<file path="config.mk">
export PLATFORM = sky130hd
export DESIGN_NAME = load_store_unit_flat
export DESIGN_NICKNAME = d
export VERILOG_FILES = /design/src/rtl/load_store_unit_if.sv /design/src/rtl/load_store_unit.sv /design/src/flat_wrapper.sv
export SDC_FILE = /design/constraint.sdc
export NUM_CORES = 1
export LEC_CHECK = 0
export CORE_MARGIN = 3
export CORE_UTILIZATION = 42
export CTS_CLUSTER_SIZE = 20
export DETAILED_ROUTE_END_ITERATION = 8
export PLACE_DENSITY = 0.78
export SKIP_LAST_GASP = 1
export SLEW_MARGIN = 30
export SYNTH_ARGS = -nofsm -noshare
export SYNTH_HDL_FRONTEND = slang
export SYNTH_SLANG_ARGS = --single-unit
</file>
<file path="constraint.sdc">
create_clock -name clk -period 2.2 [get_ports clk]
set_input_delay 0.44 -clock clk [delete_from_list [all_inputs] [get_ports clk]]
set_output_delay 0.44 -clock clk [all_outputs]
set_load 0.02 [all_outputs]
</file>
<file path="src/rtl/load_store_unit_if.sv">
// Data-bus bundle for load_store_unit: request/acknowledge handshake with word address,
// byte enables and lane-replicated write data.
interface load_store_unit_if;
    logic        bus_req;
    logic        bus_we;
    logic [31:0] bus_addr;
    logic [3:0]  bus_be;
    logic [31:0] bus_wdata;
    logic        bus_ack;
    logic [31:0] bus_rdata;

    modport master (
        output bus_req, bus_we, bus_addr, bus_be, bus_wdata,
        input  bus_ack, bus_rdata
    );

    modport slave (
        input  bus_req, bus_we, bus_addr, bus_be, bus_wdata,
        output bus_ack, bus_rdata
    );
endinterface

</file>
<file path="src/rtl/load_store_unit.sv">
// Data-memory stage: variable-latency req/ack bus access, byte/half lane alignment, load extension.
// Optional macro LSU_MISALIGN_TRAP_EN: misaligned H/W accesses fault instead of being force-aligned.
module load_store_unit #(
    parameter int TIMEOUT_CYCLES = 255
) (
    input  logic              clk,
    input  logic              reset,
    input  logic              mem_read,
    input  logic              mem_write,
    input  logic [2:0]        funct3,
    input  logic [31:0]       addr,
    input  logic [31:0]       store_data,
    input  logic [4:0]        rd,
    output logic              stall,
    output logic              load_valid,
    output logic [31:0]       load_data,
    output logic [4:0]        load_rd,
    output logic              err,
    load_store_unit_if.master bus
);
    typedef enum logic [1:0] {IDLE, REQ, RESP, ERR} state_t;
    typedef enum logic [1:0] {SZ_B, SZ_H, SZ_W} size_t;

    localparam logic [7:0] LIMIT = 8'(TIMEOUT_CYCLES - 1);

    state_t      state;
    logic [7:0]  count;
    logic        req_q;
    logic        we_q;
    logic        is_load_q;
    logic        unsigned_q;
    size_t       size_q;
    logic [1:0]  offset_q;
    logic [4:0]  rd_q;
    logic [31:0] addr_q;
    logic [3:0]  be_q;
    logic [31:0] wdata_q;

    size_t       size_in;
    logic [1:0]  offset_in;
    logic [3:0]  be_in;
    logic [31:0] wdata_in;
    logic [31:0] shifted;
    logic [31:0] extracted;

    // Undefined funct3 encodings fall through to word; H and W low address bits are dropped.
    always_comb begin
        size_in   = SZ_W;
        offset_in = 2'b00;
        be_in     = 4'b1111;
        wdata_in  = store_data;
        case (funct3[1:0])
            2'b00: begin
                size_in   = SZ_B;
                offset_in = addr[1:0];
                be_in     = 4'b0001 << addr[1:0];
                wdata_in  = {4{store_data[7:0]}};
            end
            2'b01: begin
                size_in   = SZ_H;
                offset_in = {addr[1], 1'b0};
                be_in     = 4'b0011 << {addr[1], 1'b0};
                wdata_in  = {2{store_data[15:0]}};
            end
            default: ;
        endcase
    end

    always_comb begin
        shifted   = bus.bus_rdata >> {offset_q, 3'b000};
        extracted = shifted;
        case (size_q)
            SZ_B:    extracted = unsigned_q ? {24'd0, shifted[7:0]}
                                            : {{24{shifted[7]}}, shifted[7:0]};
            SZ_H:    extracted = unsigned_q ? {16'd0, shifted[15:0]}
                                            : {{16{shifted[15]}}, shifted[15:0]};
            default: extracted = shifted;
        endcase
    end

`ifdef LSU_MISALIGN_TRAP_EN
    logic misaligned;
    assign misaligned = (size_in == SZ_H && addr[0]) ||
                        (size_in == SZ_W && addr[1:0] != 2'b00);
`endif

    // Reset gates stall and the bus request so both drop in the cycle reset is asserted.
    assign stall = reset && ((state == IDLE && (mem_read || mem_write)) ||
                             state == REQ || state == ERR);

    assign bus.bus_req   = req_q && reset;
    assign bus.bus_we    = we_q;
    assign bus.bus_addr  = addr_q;
    assign bus.bus_be    = be_q;
    assign bus.bus_wdata = wdata_q;

    always_ff @(posedge clk) begin
        if (!reset) begin
            state      <= IDLE;
            count      <= 8'd0;
            req_q      <= 1'b0;
            we_q       <= 1'b0;
            is_load_q  <= 1'b0;
            unsigned_q <= 1'b0;
            size_q     <= SZ_W;
            offset_q   <= 2'b00;
            rd_q       <= 5'd0;
            addr_q     <= 32'd0;
            be_q       <= 4'd0;
            wdata_q    <= 32'd0;
            load_valid <= 1'b0;
            load_data  <= 32'd0;
            load_rd    <= 5'd0;
            err        <= 1'b0;
        end else begin
            load_valid <= 1'b0;
            case (state)
                IDLE: begin
                    if (mem_read || mem_write) begin
                        we_q       <= mem_write;
                        is_load_q  <= mem_read && !mem_write;
                        unsigned_q <= funct3[2];
                        size_q     <= size_in;
                        offset_q   <= offset_in;
                        rd_q       <= rd;
                        addr_q     <= {addr[31:2], 2'b00};
                        be_q       <= be_in;
                        wdata_q    <= wdata_in;
                        count      <= 8'd0;
`ifdef LSU_MISALIGN_TRAP_EN
                        if (misaligned) begin
                            err   <= 1'b1;
                            state <= ERR;
                        end else begin
                            req_q <= 1'b1;
                            state <= REQ;
                        end
`else
                        req_q <= 1'b1;
                        state <= REQ;
`endif
                    end
                end
                // Ack takes priority over the timeout when both land in the same cycle.
                REQ: begin
                    if (bus.bus_ack) begin
                        req_q      <= 1'b0;
                        load_valid <= is_load_q;
                        if (is_load_q) begin
                            load_data <= extracted;
                            load_rd   <= rd_q;
                        end
                        state <= RESP;
                    end else if (count == LIMIT) begin
                        req_q <= 1'b0;
                        err   <= 1'b1;
                        state <= ERR;
                    end else begin
                        count <= count + 8'd1;
                    end
                end
                RESP:    state <= IDLE;
                ERR:     state <= ERR;
                default: state <= IDLE;
            endcase
        end
    end
endmodule

</file>
<file path="src/flat_wrapper.sv">
// flat-port wrapper written by rule: the top's interface ports become plain ports
module load_store_unit_flat 
#(
    parameter int TIMEOUT_CYCLES = 255
)
  (clk, reset, mem_read, mem_write, funct3, addr, store_data, rd, stall, load_valid, load_data, load_rd, err, bus_bus_req, bus_bus_we, bus_bus_addr, bus_bus_be, bus_bus_wdata, bus_bus_ack, bus_bus_rdata);
  load_store_unit_if bus_i ();
  input  logic clk;
  input  logic reset;
  input  logic mem_read;
  input  logic mem_write;
  input  logic [2:0] funct3;
  input  logic [31:0] addr;
  input  logic [31:0] store_data;
  input  logic [4:0] rd;
  output logic stall;
  output logic load_valid;
  output logic [31:0] load_data;
  output logic [4:0] load_rd;
  output logic err;
  output wire logic [$bits(bus_i.bus_req)-1:0] bus_bus_req;
  output wire logic [$bits(bus_i.bus_we)-1:0] bus_bus_we;
  output wire logic [$bits(bus_i.bus_addr)-1:0] bus_bus_addr;
  output wire logic [$bits(bus_i.bus_be)-1:0] bus_bus_be;
  output wire logic [$bits(bus_i.bus_wdata)-1:0] bus_bus_wdata;
  input wire logic [$bits(bus_i.bus_ack)-1:0] bus_bus_ack;
  input wire logic [$bits(bus_i.bus_rdata)-1:0] bus_bus_rdata;
  assign bus_bus_req = bus_i.bus_req;
  assign bus_bus_we = bus_i.bus_we;
  assign bus_bus_addr = bus_i.bus_addr;
  assign bus_bus_be = bus_i.bus_be;
  assign bus_bus_wdata = bus_i.bus_wdata;
  assign bus_i.bus_ack = bus_bus_ack;
  assign bus_i.bus_rdata = bus_bus_rdata;
  load_store_unit #(.TIMEOUT_CYCLES(TIMEOUT_CYCLES)) u_core (.clk(clk), .reset(reset), .mem_read(mem_read), .mem_write(mem_write), .funct3(funct3), .addr(addr), .store_data(store_data), .rd(rd), .stall(stall), .load_valid(load_valid), .load_data(load_data), .load_rd(load_rd), .err(err), .bus(bus_i));
endmodule
</file>
=== After elaboration in Yosys (flattened, before gate mapping) ===
Cells that the tools add are included.

* Register bits: 128
* Output and inout bits: 110

* Add/sub/neg operators: 1
* Equality and inequality tests: 10
* Shift operators: 3
* Mux-type cells: 19
* Bitwise logic cells: 1
* Reductions and logical operators: 19

{| class="wikitable"
|+ Operators by type and width
! operator !! number
|-
| $pmux W32 S2 || 2
|-
| $mux W32 || 2
|-
| $shr A32 B5 Y32 || 1
|-
| $mux W8 || 3
|-
| $pmux W8 S2 || 1
|-
| $reduce_and A3 Y1 || 4
|-
| $add A8 B1 Y8 const B || 1
|-
| $eq A8 B8 Y1 const B || 1
|-
| $pmux W2 S2 || 2
|-
| $pmux W2 S4 || 1
|-
| $pmux W4 S2 || 1
|-
| $eq A2 B1 Y1 const B || 3
|-
| $logic_not A2 Y1 || 3
|-
| $mux W2 || 3
|-
| $ne A2 B2 Y1 const B || 3
|-
| $eq A2 B2 Y1 const B || 2
|-
| $logic_and A1 B1 Y1 || 4
|-
| $reduce_and A2 Y1 || 2
|-
| $reduce_and A4 Y1 || 1
|-
| $shl A1 B2 Y4 const A || 1
|-
| $shl A2 B2 Y4 const A || 1
|-
| $logic_or A1 B1 Y1 || 3
|-
| $mux W1 || 3
|-
| $ne A3 B3 Y1 const B || 1
|-
| other kinds (4) || 4
|}

=== Longest topological paths before layout ===
Gate-level depths: netlist of run 1.

* Depth after elaboration: 5
* Depth in mapped cells: 6

=== Worst setup path before layout of run 1 ===
OpenSTA, ideal clock, no wires.

* Path kind: input-to-output
* Start point: input reset
* End point: output bus_bus_req
* Arrival time: 1,437 ps
* Data required time: 1,760 ps
* Setup slack: 323 ps
* Stages: 4
* Path buffers: 3
* Path through: clkbuf_1 -> clkbuf_1 -> clkbuf_1 -> and2_1

* Word-level cells in the longest chain between the ends: 1

{| class="wikitable"
|+ Ends and longest elaborated chain
! what !! RTL line !! source
|-
| start, declared || flat_wrapper.sv:9 || <nowiki>input logic reset;</nowiki>
|-
| $logic_and A1 B1 Y1 || load_store_unit.sv:91 || <nowiki>assign bus.bus_req = req_q && reset;</nowiki>
|-
| end, declared || flat_wrapper.sv:21 || <nowiki>output wire logic [$bits(bus_i.bus_req)-1:0] bus_bus_req;</nowiki>
|}

Every way passes these cells.

=== Worst setup path after layout of run 1 ===
* Start point: input mem_write
* End point: output stall

* Word-level cells in the longest chain between the ends: 5

{| class="wikitable"
|+ Ends and longest elaborated chain
! what !! RTL line !! source
|-
| start, declared || flat_wrapper.sv:11 || <nowiki>input logic mem_write;</nowiki>
|-
| $logic_or A1 B1 Y1 || load_store_unit.sv:88 || <nowiki>assign stall = reset && ((state == IDLE && (mem_read || mem_write)) ||</nowiki>
|-
| $logic_and A1 B1 Y1 || load_store_unit.sv:88 ||
|-
| $logic_or A1 B1 Y1 || load_store_unit.sv:88 ||
|-
| $logic_or A1 B1 Y1 || load_store_unit.sv:89 || <nowiki>state == REQ || state == ERR);</nowiki>
|-
| $logic_and A1 B1 Y1 || load_store_unit.sv:88 ||
|-
| end, declared || flat_wrapper.sv:16 || <nowiki>output logic stall;</nowiki>
|}

Every way passes these cells.

==> results.yml, run 1 <==
run_status:
  result_of_the_run: "complete, no violations"
timing:
  final.period_utilization_pct: 91.8
  maxSlewViolCount: 0
  tns_ps: 0
  rsz0062_at_grt: "no"
  max_slew.worst_pin.slew_ps: 529
  fmax_mhz: 495
  hold_viol: 0
  period_needed_ps: 2020
  worst_clock_skew_ps: 6.01
  slew-limit-headroom_pct: 64.4
  post-route-worst-setup-slack_ps: 181
  setup_violations: 0
finish:
  n_fill_cell: 1021
  area_growth_syn_to_layout_pct: 53.8
  drive_above_1_share_pct: 8.27
  final_core_util_pct: 66.6
  area.sequential_um2: 2560
  layout.nets: 970
  stdcell_area_um2: 8510
  multi_input_area_um2: 2740
  layout.cells.most_common: "clkdlybuf4s50_1"
  mostFrequentLayoutCells: "clkdlybuf4s50_1, nand2_1, dfxtp_1"
cts:
  cts_root_buffer: "clkbuf_16"
  cts.repair_timing.setup_buffer_count: 0
  clock_latency_ps: 410
  post_cts_resize_count: 1
  cts_inserted_buffers: 17
  cts_num_sinks: 128
  cts-root-to-sink-buffers: 2
  clk_transition_reported_paths_ps: 50
  h-tree-depth: 4
  hold_bufs_inserted_after_cts: 0
  tritoncts: "built"
power:
  worst_ir_drop_vdd_uv: 551
  power_mw: 6.80
  pwr_density_cell_nw_per_um2: 799
  total_leakage_power_nw: 3.33
critical_path:
  worst_ep_required_time_ps: 1760
  crit_type: "in2out"
  worst_ep_arrival_time_ps: 1580
  startpoint_types: "input pin"
  timing.critical_path.fanout_max: 2
  worst_setup_path_end_kind: "output port"
logic_synthesis:
  primary_flip_flop_cell_chosen_by_synthesis_mapping: "dfxtp_1"
  ys_warn_count: 0
  yosysUniqueCellTypes: 42
  syn_area_um2: 5530
  number_of_enable_type_register_cells_in_the_synthesized_netlist: 0
  synthCells: 652
  synth-async-reset-ratio_pct: 0
  synth-seq-cells: 128
  synth_area_per_cell_um2: 8.49
  synth-seq-area-share_pct: 46.3
drt:
  route.final.wire_length_um: 17500
  detailed_route_via_count: 5501
  drcViolationCount: 0
  postRouteAntennaNets: 0
  routedWlPerCell_um: 16.8
  detailedRoute.firstIterationViolations: 413
  avgViaCountPerCell: 5.27
  firstDrtPassIters: 5
placed_design:
  gp_congestion: 0.940
  pre_cts_slack_ps: -52.2
  placed_cell_area_um2: 7930
  dp.final_hpwl_um: 12600
  buffer_ports.inserted: 216
min_path:
  worstHoldPathType: "in2reg"
grt:
  global_route.usage.total_pct: 23.8
  grt_first_pass_wirelength_um: 27400
  via_count_of_the_first_global_routing_pass: 5406
  antenna_found_initial: 1
  overflow: 0
  pin_count_of_the_biggest_net_entering_global_routing: 124
floorplanning:
  initial_core_utilization_pct: 43.3
  dieWidth_um: 121
  die_area_um2: 14600
  floorplan.rows: 41
  top_level_ports: 219
  core_region_area_um2: 12800
  die_height_um: 121
run:
  timing.max_cap.violations: 0
## cells by family (layout without fill, tap and decap cells)
family                     after synthesis  after routing  synth area share [%]
and+or+nand+nor                        226            226                  16.9
muxes                                   35             35                  6.74
AOI/OAI and AO/OA                      198            198                  24.6
DFF                                    128            128                  46.3
xor gates and xnor gates                 3              3                 0.475
adders and majority gates                2              2                 0.452
other                                    1              3                0.0678
buffers and inverters                   59            277                  4.48
## state kept, by name (all words and copies together) (netlist names), 2 cells and up
signal,flops
u_core.bus.bus_addr,30
u_core.bus.bus_be,4
u_core.bus.bus_wdata,32
u_core.count,8
u_core.load_data,32
u_core.load_rd,5
u_core.offset_q,2
u_core.rd_q,5
u_core.size_q,2
u_core.state,2
## metal layers
| metal | global-route usage, % | vias to the layer above | share of wire [%] | wire, um |
|---|---|---|---|---|
| met5 | 0 | - | 0 | 0 |
| met4 | 8.92 | 0 | 1.8 | 321 |
| met3 | 9.49 | 25 | 9.5 | 1670 |
| met2 | 39.5 | 238 | 48 | 8430 |
| met1 | 27.6 | 2567 | 40 | 7080 |
| li1 | - | 2671 | - | - |
## area by class of cell
cell class	instances	area share (%)
Antenna cell	1	0.0294
Clock buffer	26	6.22
Clock inverter	5	0.588
Inverter	5	0.221
Multi-Input combinational cell	466	32.2
Sequential cell	128	30.1
Tap cell	172	2.53
Timing Repair Buffer	241	28.1
## cell usage after synthesis, drive strengths merged, types with 2 or more instances
cell	n	share of area (%)
a21boi	64	8.7
a21oi	30	2.7
a221oi	5	0.79
a31oi	8	1.2
and2	2	0.23
and3	5	0.57
buf	18	1.7
clkbuf	36	2.4
dfxtp	128	46
ha	2	0.45
inv	4	0.27
mux2	8	1.6
mux2i	26	4.7
nand2	181	12
nand3	9	0.81
nand4	2	0.23
nor2	12	0.81
nor2b	5	0.57
o211a	12	2.2
o211ai	15	2.0
o21a	5	0.68
o21ai	44	4.0
o2bb2ai	12	1.9
or2	3	0.38
or3	3	0.34
xor2	3	0.47
## worst max-delay path: stages
cell             delay (ps)
clkdlybuf4s50_1         420
o21a_2                  220
o21a_1                  180
dlygate4sd2_1           320
## path summary, 6_finish.rpt
check	from	end	cells after the start	slack [ps]
max	mem_write	stall	4	180
min	reset	u_core.state[0]	3	430
max reg2reg	u_core.offset_q[0]	u_core.load_data[19]	6	270
min reg2reg	u_core.bus.bus_addr[17]	u_core.bus.bus_addr[17]	2	460
## report_power, final
part	internal (mW)	switching, mW	total [mW]
Sequential	2.51	0.103	2.61
Combinational	0.705	0.789	1.49
Clock	1.75	0.947	2.70
## metrics by stage
step	hold slack, ps	cells
after CTS	416	1043
after global routing	420	1044
after detailed placement	456	1012
final	429	1044
after global placement	448	1012
after floorplan	441	653
Note: power is estimated with default switching activity, not from simulation.
==> run 2, diff against run 1 <==
- HOLD_SLACK_MARGIN: not set -> 0.02
==> results of run 2 <==
The final DEF is identical to that of run 1; final timing and power are the same.
